==> config.mk <==
export PLATFORM = sky130hd
export DESIGN_NAME = ro_sample_buffer
export DESIGN_NICKNAME = d
export VERILOG_FILES = /design/src/rtl/ro_buf_pkg.sv /design/src/rtl/ro_buf_ram.sv /design/src/rtl/ro_sample_buffer.sv
export SDC_FILE = /design/constraint.sdc
export NUM_CORES = 2
export LEC_CHECK = 0
export BUFFER_PORTS_ARGS = -buffer_cell sky130_fd_sc_hd__buf_2
export CORE_AREA = 3 3 464 466
export DETAILED_ROUTE_END_ITERATION = 16
export DIE_AREA = 0 0 467 469
export GPL_ROUTABILITY_DRIVEN = 0
export PLACE_DENSITY_LB_ADDON = 0.3
export SLEW_MARGIN = 15
export SYNTH_ARGS = -nofsm -noshare
export SYNTH_HDL_FRONTEND = slang
export SYNTH_HIERARCHICAL = 1
export SYNTH_SLANG_ARGS = --single-unit
export TNS_END_PERCENT = 100
==> constraint.sdc <==
create_clock -name clk -period 5 [get_ports clk]
set_input_delay 0.5 -clock clk [delete_from_list [all_inputs] [get_ports clk]]
set_output_delay 0.5 -clock clk [all_outputs]
set_load 0.02 [all_outputs]
==> src/rtl/ro_buf_pkg.sv <==
// Shared definitions for the ring-oscillator sample buffer.
// Holds the FSM state encoding, the min-tracker initial value and default sizes.
package ro_buf_pkg;

  localparam int DEF_DEPTH = 64;
  localparam int DEF_DW    = 32;

  localparam logic [DEF_DW-1:0] MIN_INIT = '1;

  typedef enum logic [1:0] {
    ST_IDLE = 2'd0,
    ST_SKIP = 2'd1,
    ST_RUN  = 2'd2,
    ST_DONE = 2'd3
  } state_t;

endpackage

==> src/rtl/ro_buf_ram.sv <==
// Simple dual-port sample RAM: one write port, one registered read port.
// Read-before-write on address collision; no reset so it maps onto block RAM.
module ro_buf_ram #(
  parameter int AW = 6,
  parameter int DW = 32
) (
  input  logic          clk,
  input  logic          i_we,
  input  logic [AW-1:0] i_waddr,
  input  logic [DW-1:0] i_wdata,
  input  logic          i_re,
  input  logic [AW-1:0] i_raddr,
  output logic [DW-1:0] o_rdata
);

  logic [DW-1:0] r_mem [2**AW];

  always_ff @(posedge clk) begin
    if (i_we) r_mem[i_waddr] <= i_wdata;
    if (i_re) o_rdata <= r_mem[i_raddr];
  end

endmodule

==> src/rtl/ro_sample_buffer.sv <==
// Captures ring-oscillator period measurements into a sample RAM, tracking
// fill level, overflow and running min/max; the first sample per enable is dropped.
//
// state | meaning
// IDLE  | capture disabled
// SKIP  | enabled, waiting to discard the partial first measurement
// RUN   | storing samples
// DONE  | RAM full with WRAP=0; further samples only set ovf
module ro_sample_buffer
  import ro_buf_pkg::*;
#(
  parameter int DEPTH = DEF_DEPTH,
  parameter int AW    = 6,
  parameter int DW    = DEF_DW,
  parameter int WRAP  = 0
) (
  input  logic          clk,
  input  logic          rst,
  input  logic [DW-1:0] cnt_in,
  input  logic          cnt_valid,
  input  logic          en,
  input  logic          clr,
  input  logic          rd_en,
  input  logic [AW-1:0] rd_addr,
  output logic [DW-1:0] rd_data,
  output logic          rd_valid,
  output logic [AW:0]   count,
  output logic          full,
  output logic          ovf,
  output logic [DW-1:0] min_cnt,
  output logic [DW-1:0] max_cnt,
  output logic [1:0]    state
);

  localparam logic [AW:0]   L_DEPTH    = (AW+1)'(DEPTH);
  localparam logic [AW:0]   L_LAST     = L_DEPTH - 1'b1;
  localparam logic [DW-1:0] L_MIN_INIT = {DW{1'b1}};

  state_t        r_state;
  logic [AW-1:0] r_wr_ptr;
  logic [AW:0]   r_count;
  logic          r_ovf;
  logic [DW-1:0] r_min;
  logic [DW-1:0] r_max;
  logic          r_rd_valid;
  logic          r_rd_seen;
  logic          w_full;
  logic          w_hit;
  logic          w_we;
  logic [DW-1:0] w_ram_q;

  assign w_full = (r_count == L_DEPTH);
  assign w_hit  = cnt_valid && en && !clr;
  // A full buffer only accepts writes when overwriting is allowed.
  assign w_we   = (r_state == ST_RUN) && w_hit && (!w_full || (WRAP != 0));

  ro_buf_ram #(
    .AW (AW),
    .DW (DW)
  ) u_ram (
    .clk     (clk),
    .i_we    (w_we),
    .i_waddr (r_wr_ptr),
    .i_wdata (cnt_in),
    .i_re    (rd_en),
    .i_raddr (rd_addr),
    .o_rdata (w_ram_q)
  );

  always_ff @(posedge clk or posedge rst) begin
    if (rst) begin
      r_state    <= ST_IDLE;
      r_wr_ptr   <= '0;
      r_count    <= '0;
      r_ovf      <= 1'b0;
      r_min      <= L_MIN_INIT;
      r_max      <= '0;
      r_rd_valid <= 1'b0;
      r_rd_seen  <= 1'b0;
    end else begin
      r_rd_valid <= rd_en;
      r_rd_seen  <= r_rd_seen | rd_en;
      if (clr) begin
        r_wr_ptr <= '0;
        r_count  <= '0;
        r_ovf    <= 1'b0;
        r_min    <= L_MIN_INIT;
        r_max    <= '0;
        r_state  <= en ? ST_SKIP : ST_IDLE;
      end else begin
        if (w_we) begin
          r_wr_ptr <= r_wr_ptr + 1'b1;
          if (cnt_in < r_min) r_min <= cnt_in;
          if (cnt_in > r_max) r_max <= cnt_in;
        end
        case (r_state)
          ST_IDLE: if (en) r_state <= ST_SKIP;
          ST_SKIP: begin
            if (!en) r_state <= ST_IDLE;
            else if (cnt_valid) r_state <= ST_RUN;
          end
          ST_RUN: begin
            if (!en) begin
              r_state <= ST_IDLE;
            end else if (cnt_valid) begin
              // Full on entry is possible after re-enabling a filled buffer.
              if (w_full) begin
                r_ovf <= 1'b1;
                if (WRAP == 0) r_state <= ST_DONE;
              end else begin
                r_count <= r_count + 1'b1;
                if (r_count == L_LAST && WRAP == 0) r_state <= ST_DONE;
              end
            end
          end
          ST_DONE: begin
            if (!en) r_state <= ST_IDLE;
            else if (cnt_valid) r_ovf <= 1'b1;
          end
          default: r_state <= ST_IDLE;
        endcase
      end
    end
  end

  // The RAM output register has no reset, so hide it until the first read.
  assign rd_data  = r_rd_seen ? w_ram_q : '0;
  assign rd_valid = r_rd_valid;
  assign count    = r_count;
  assign full     = w_full;
  assign ovf      = r_ovf;
  assign min_cnt  = r_min;
  assign max_cnt  = r_max;
  assign state    = r_state;

endmodule

==> flow_summary.json <==
{
  "synth_area_um2": 84420,
  "drt-total-wl_um": 231400,
  "antenna_found_initial": 21,
  "synth_ff_type": "edfxtp_1",
  "max_freq_mhz": 254.6,
  "worst_slew_pin_slew_ns": 1.073,
  "ff2ff_setup_slack_ns": 1.07,
  "hold_end": "max_cnt[25]",
  "groute.layer.met1.usage_pct": 29.88,
  "fill_cells": 17530,
  "startpoint_type": "register",
  "wl_per_cell_um": 31.63,
  "p_leak_nw": 31.14,
  "grt_max_degree": 69,
  "synth-seq-cells": 2162,
  "power_density_nw_per_um2": 382.1,
  "status": "complete, no violations",
  "worstSetupPathType": "register to register",
  "clk_pin_slew_ns": 0.06,
  "die_height_um": 469,
  "clk_path_buf_depth": 3,
  "cts_sinks": 2162,
  "top_usage_layer": "met2",
  "synth_simple_gate_area_share_pct": 2.425,
  "post-route-period-util_pct": 78.54,
  "synth_compound_area_share_pct": 1.977,
  "detail_route.first_pass.iterations": 8,
  "synthToLayoutAreaGrowth_pct": 14.60,
  "syn_inst": 3916,
  "via_count": 42280,
  "cts_buffers": 204,
  "grt_overflow_total": 0,
  "hold_start": "cnt_in[25]",
  "cp_data_required_time_ns": 5.52,
  "clock_skew_ns": 0.02225,
  "drive_above_1_share_pct": 29.99,
  "synthArstFlopShare_pct": 3.793,
  "via_per_inst": 5.779,
  "crit_top_cell": "inv_1",
  "muxShareOfSynthArea_pct": 16.53,
  "cp.arrival_ns": 4.45,
  "grt_use_met2_pct": 33.99,
  "seq_area_um2": 64550,
  "start_util_pct": 39.88,
  "synth_edf_count": 2080,
  "yosysUniqueCellTypes": 62,
  "grt_pass1_wl_um": 325100,
  "r2r-end": "u_ram/r_mem[62][6]",
  "h-tree-depth": 4,
  "slowest_stage": "nor2_4",
  "slew_violations": 0,
  "tns_ns": 0,
  "post_cts_buffers": 0,
  "drt_iter0_drc": 4823,
  "peakVddDrop_mv": 0.3832,
  "route.detailed.drc": 0,
  "holdBufCountCts": 5,
  "yosys_warnings": 6,
  "multiInputGateArea_um2": 19080,
  "clkLatencyLatePin_ns": 0.84,
  "r2r_cells": 9,
  "crit_chain": "inv_1, ha_1, nor4bb_1, a211o_1, inv_1, nor2b_1, nand3_1, nor2_4, buf_4",
  "cts_resized": 0,
  "cts_root_buffer": "clkbuf_16",
  "avgSynthCellArea_um2": 21.56,
  "layout_setup_ws_ns": 1.073,
  "grtUsageMet3_pct": 3.273,
  "final_common_cell": "edfxtp_1",
  "synth_top_family_by_area": "multiplexers",
  "synth-adder-area-share_pct": 0.9782,
  "rsz0062_at_grt": "no",
  "synth_seq_area_share_pct": 76.47,
  "die_area_um2": 219000,
  "dp_hpwl_um": 141700,
  "ant_nets": 0,
  "synthesis.nets": 4026,
  "max_stage_delay_ns": 0.85,
  "min_path_type": "input pin to register",
  "final_cell_mix": "edfxtp_1, mux4_2, buf_4",
  "grt_pass1_vias": 41950,
  "synth_xor_area_share_pct": 0.1141,
  "port-buffer-count": 151,
  "drv_cap": 0,
  "dieWidth_um": 467,
  "hold_viol_final": 0,
  "nets": 4420,
  "finalSetupViolCount": 0,
  "grtUsageTotal_pct": 21.10,
  "cts_tree": "done",
  "num_rows": 169,
  "hold-path-cell-count": 2,
  "period_needed_ns": 3.927,
  "reg2reg_from": "count[0]",
  "pre_cts_slack_ns": 1.121,
  "crit_fanout": 18,
  "core_um2": 211700,
  "ioPinCount": 152,
  "endpoint_kind": "register",
  "slew_headroom_pct": 28.29
}
[worst max-delay path: cells and delay by family (launching register included)]
kind / cells / cell delay, ns
AND/OR/NAND/NOR: 4 / 1.95
buffers and inverters: 3 / 0.52
AO/OA/AOI/OAI: 1 / 0.51
flip-flops: 1 / 0.43
adder cells (fa/ha/maj): 1 / 0.19
[metal layers]
| layer | share of wire [%] | vias up |
|---|---|---|
| li1 | - | 17090 |
| met1 | 41 | 23050 |
| met2 | 48 | 1857 |
| met3 | 7.6 | 279 |
| met4 | 3.0 | 2 |
| met5 | 0.0056 | - |
[cell type report]
cell class / instances / share of cell area [%]
inverters: 71 / 0.2781
diodes: 14 / 0.03621
clock buffers: 263 / 5.572
flip-flops and latches: 2162 / 66.72
repair buffers: 393 / 2.971
clock inverters: 114 / 1.049
well taps: 2821 / 3.648
multi-input cells: 1478 / 19.72
[metrics by stage]
stage	utilization, %	total power [mW]	instances	hold WS (ns)	area, um^2
6_report	45.71	36.97	7316	0.09025	96750
5_1_grt	45.69	38.03	7303	0.03202	96710
4_1_cts	45.69	37.24	7302	0.01613	96710
3_5_place_dp	42.64	22.28	6920	0.4952	90260
3_3_place_gp	42.64	22.26	6920	0.4811	90260
2_1_floorplan	-	21.26	3916	0.5072	84420
[Yosys cell counts (all sizes together), types with 6 or more instances]
cell type / instances / area share (%)
nand3: 14 / 0.083
o21ai: 12 / 0.071
nand2b: 11 / 0.082
nor2: 253 / 1.1
nor2b: 19 / 0.14
inv: 71 / 0.32
nand2: 46 / 0.20
a311oi: 9 / 0.093
a22oi: 12 / 0.11
and3: 6 / 0.044
a21oi: 89 / 0.53
o22ai: 84 / 0.62
xnor2: 6 / 0.062
dfstp: 32 / 1.0
nor3: 12 / 0.083
mux2i: 126 / 1.5
mux4: 544 / 15
ha: 66 / 0.98
buf: 115 / 0.79
clkbuf: 90 / 0.40
o221ai: 27 / 0.28
mux2: 30 / 0.52
dfrtp: 50 / 1.5
and2: 35 / 0.26
edfxtp: 2080 / 74
nand4: 16 / 0.13
[power breakdown]
part / total [mW] / switching (mW) / leakage [nW] / internal (mW)
clock network: 15.1 / 6.58 / 3.11 / 8.50
logic: 1.97 / 1.28 / 8.30 / 0.687
registers: 19.9 / 0.0307 / 19.7 / 19.9
[how the worst max path moves through the flow]
stage	startpoint	end
6_report	count[0]	u_ram/r_mem[62][6]
2_1_floorplan	count[0]	u_ram/r_mem[48][0]
3_5_place_dp	clr	u_ram/r_mem[62][10]
3_3_place_gp	cnt_in[26]	max_cnt[30]
4_1_cts	count[0]	u_ram/r_mem[62][6]
5_1_grt	count[0]	u_ram/r_mem[62][6]
[kinds of logic after synthesis]
| logic type | after synthesis |
|---|---|
| adder cells (fa/ha/maj) | 66 |
| buffers and inverters | 276 |
| flip-flops | 2162 |
| multiplexers | 700 |
| XOR/XNOR | 11 |
| AO/OA/AOI/OAI | 258 |
| AND/OR/NAND/NOR | 443 |
[registers in the layout, summed over array words and instances, names as in the netlist, 2 cells and up]
name and cells:
u_ram/r_mem 2048, u_ram/o_rdata 32, r_wr_ptr 6, min_cnt 32, state 2, max_cnt 32, count 7
No activity file was read; power rests on OpenSTA's default activity.
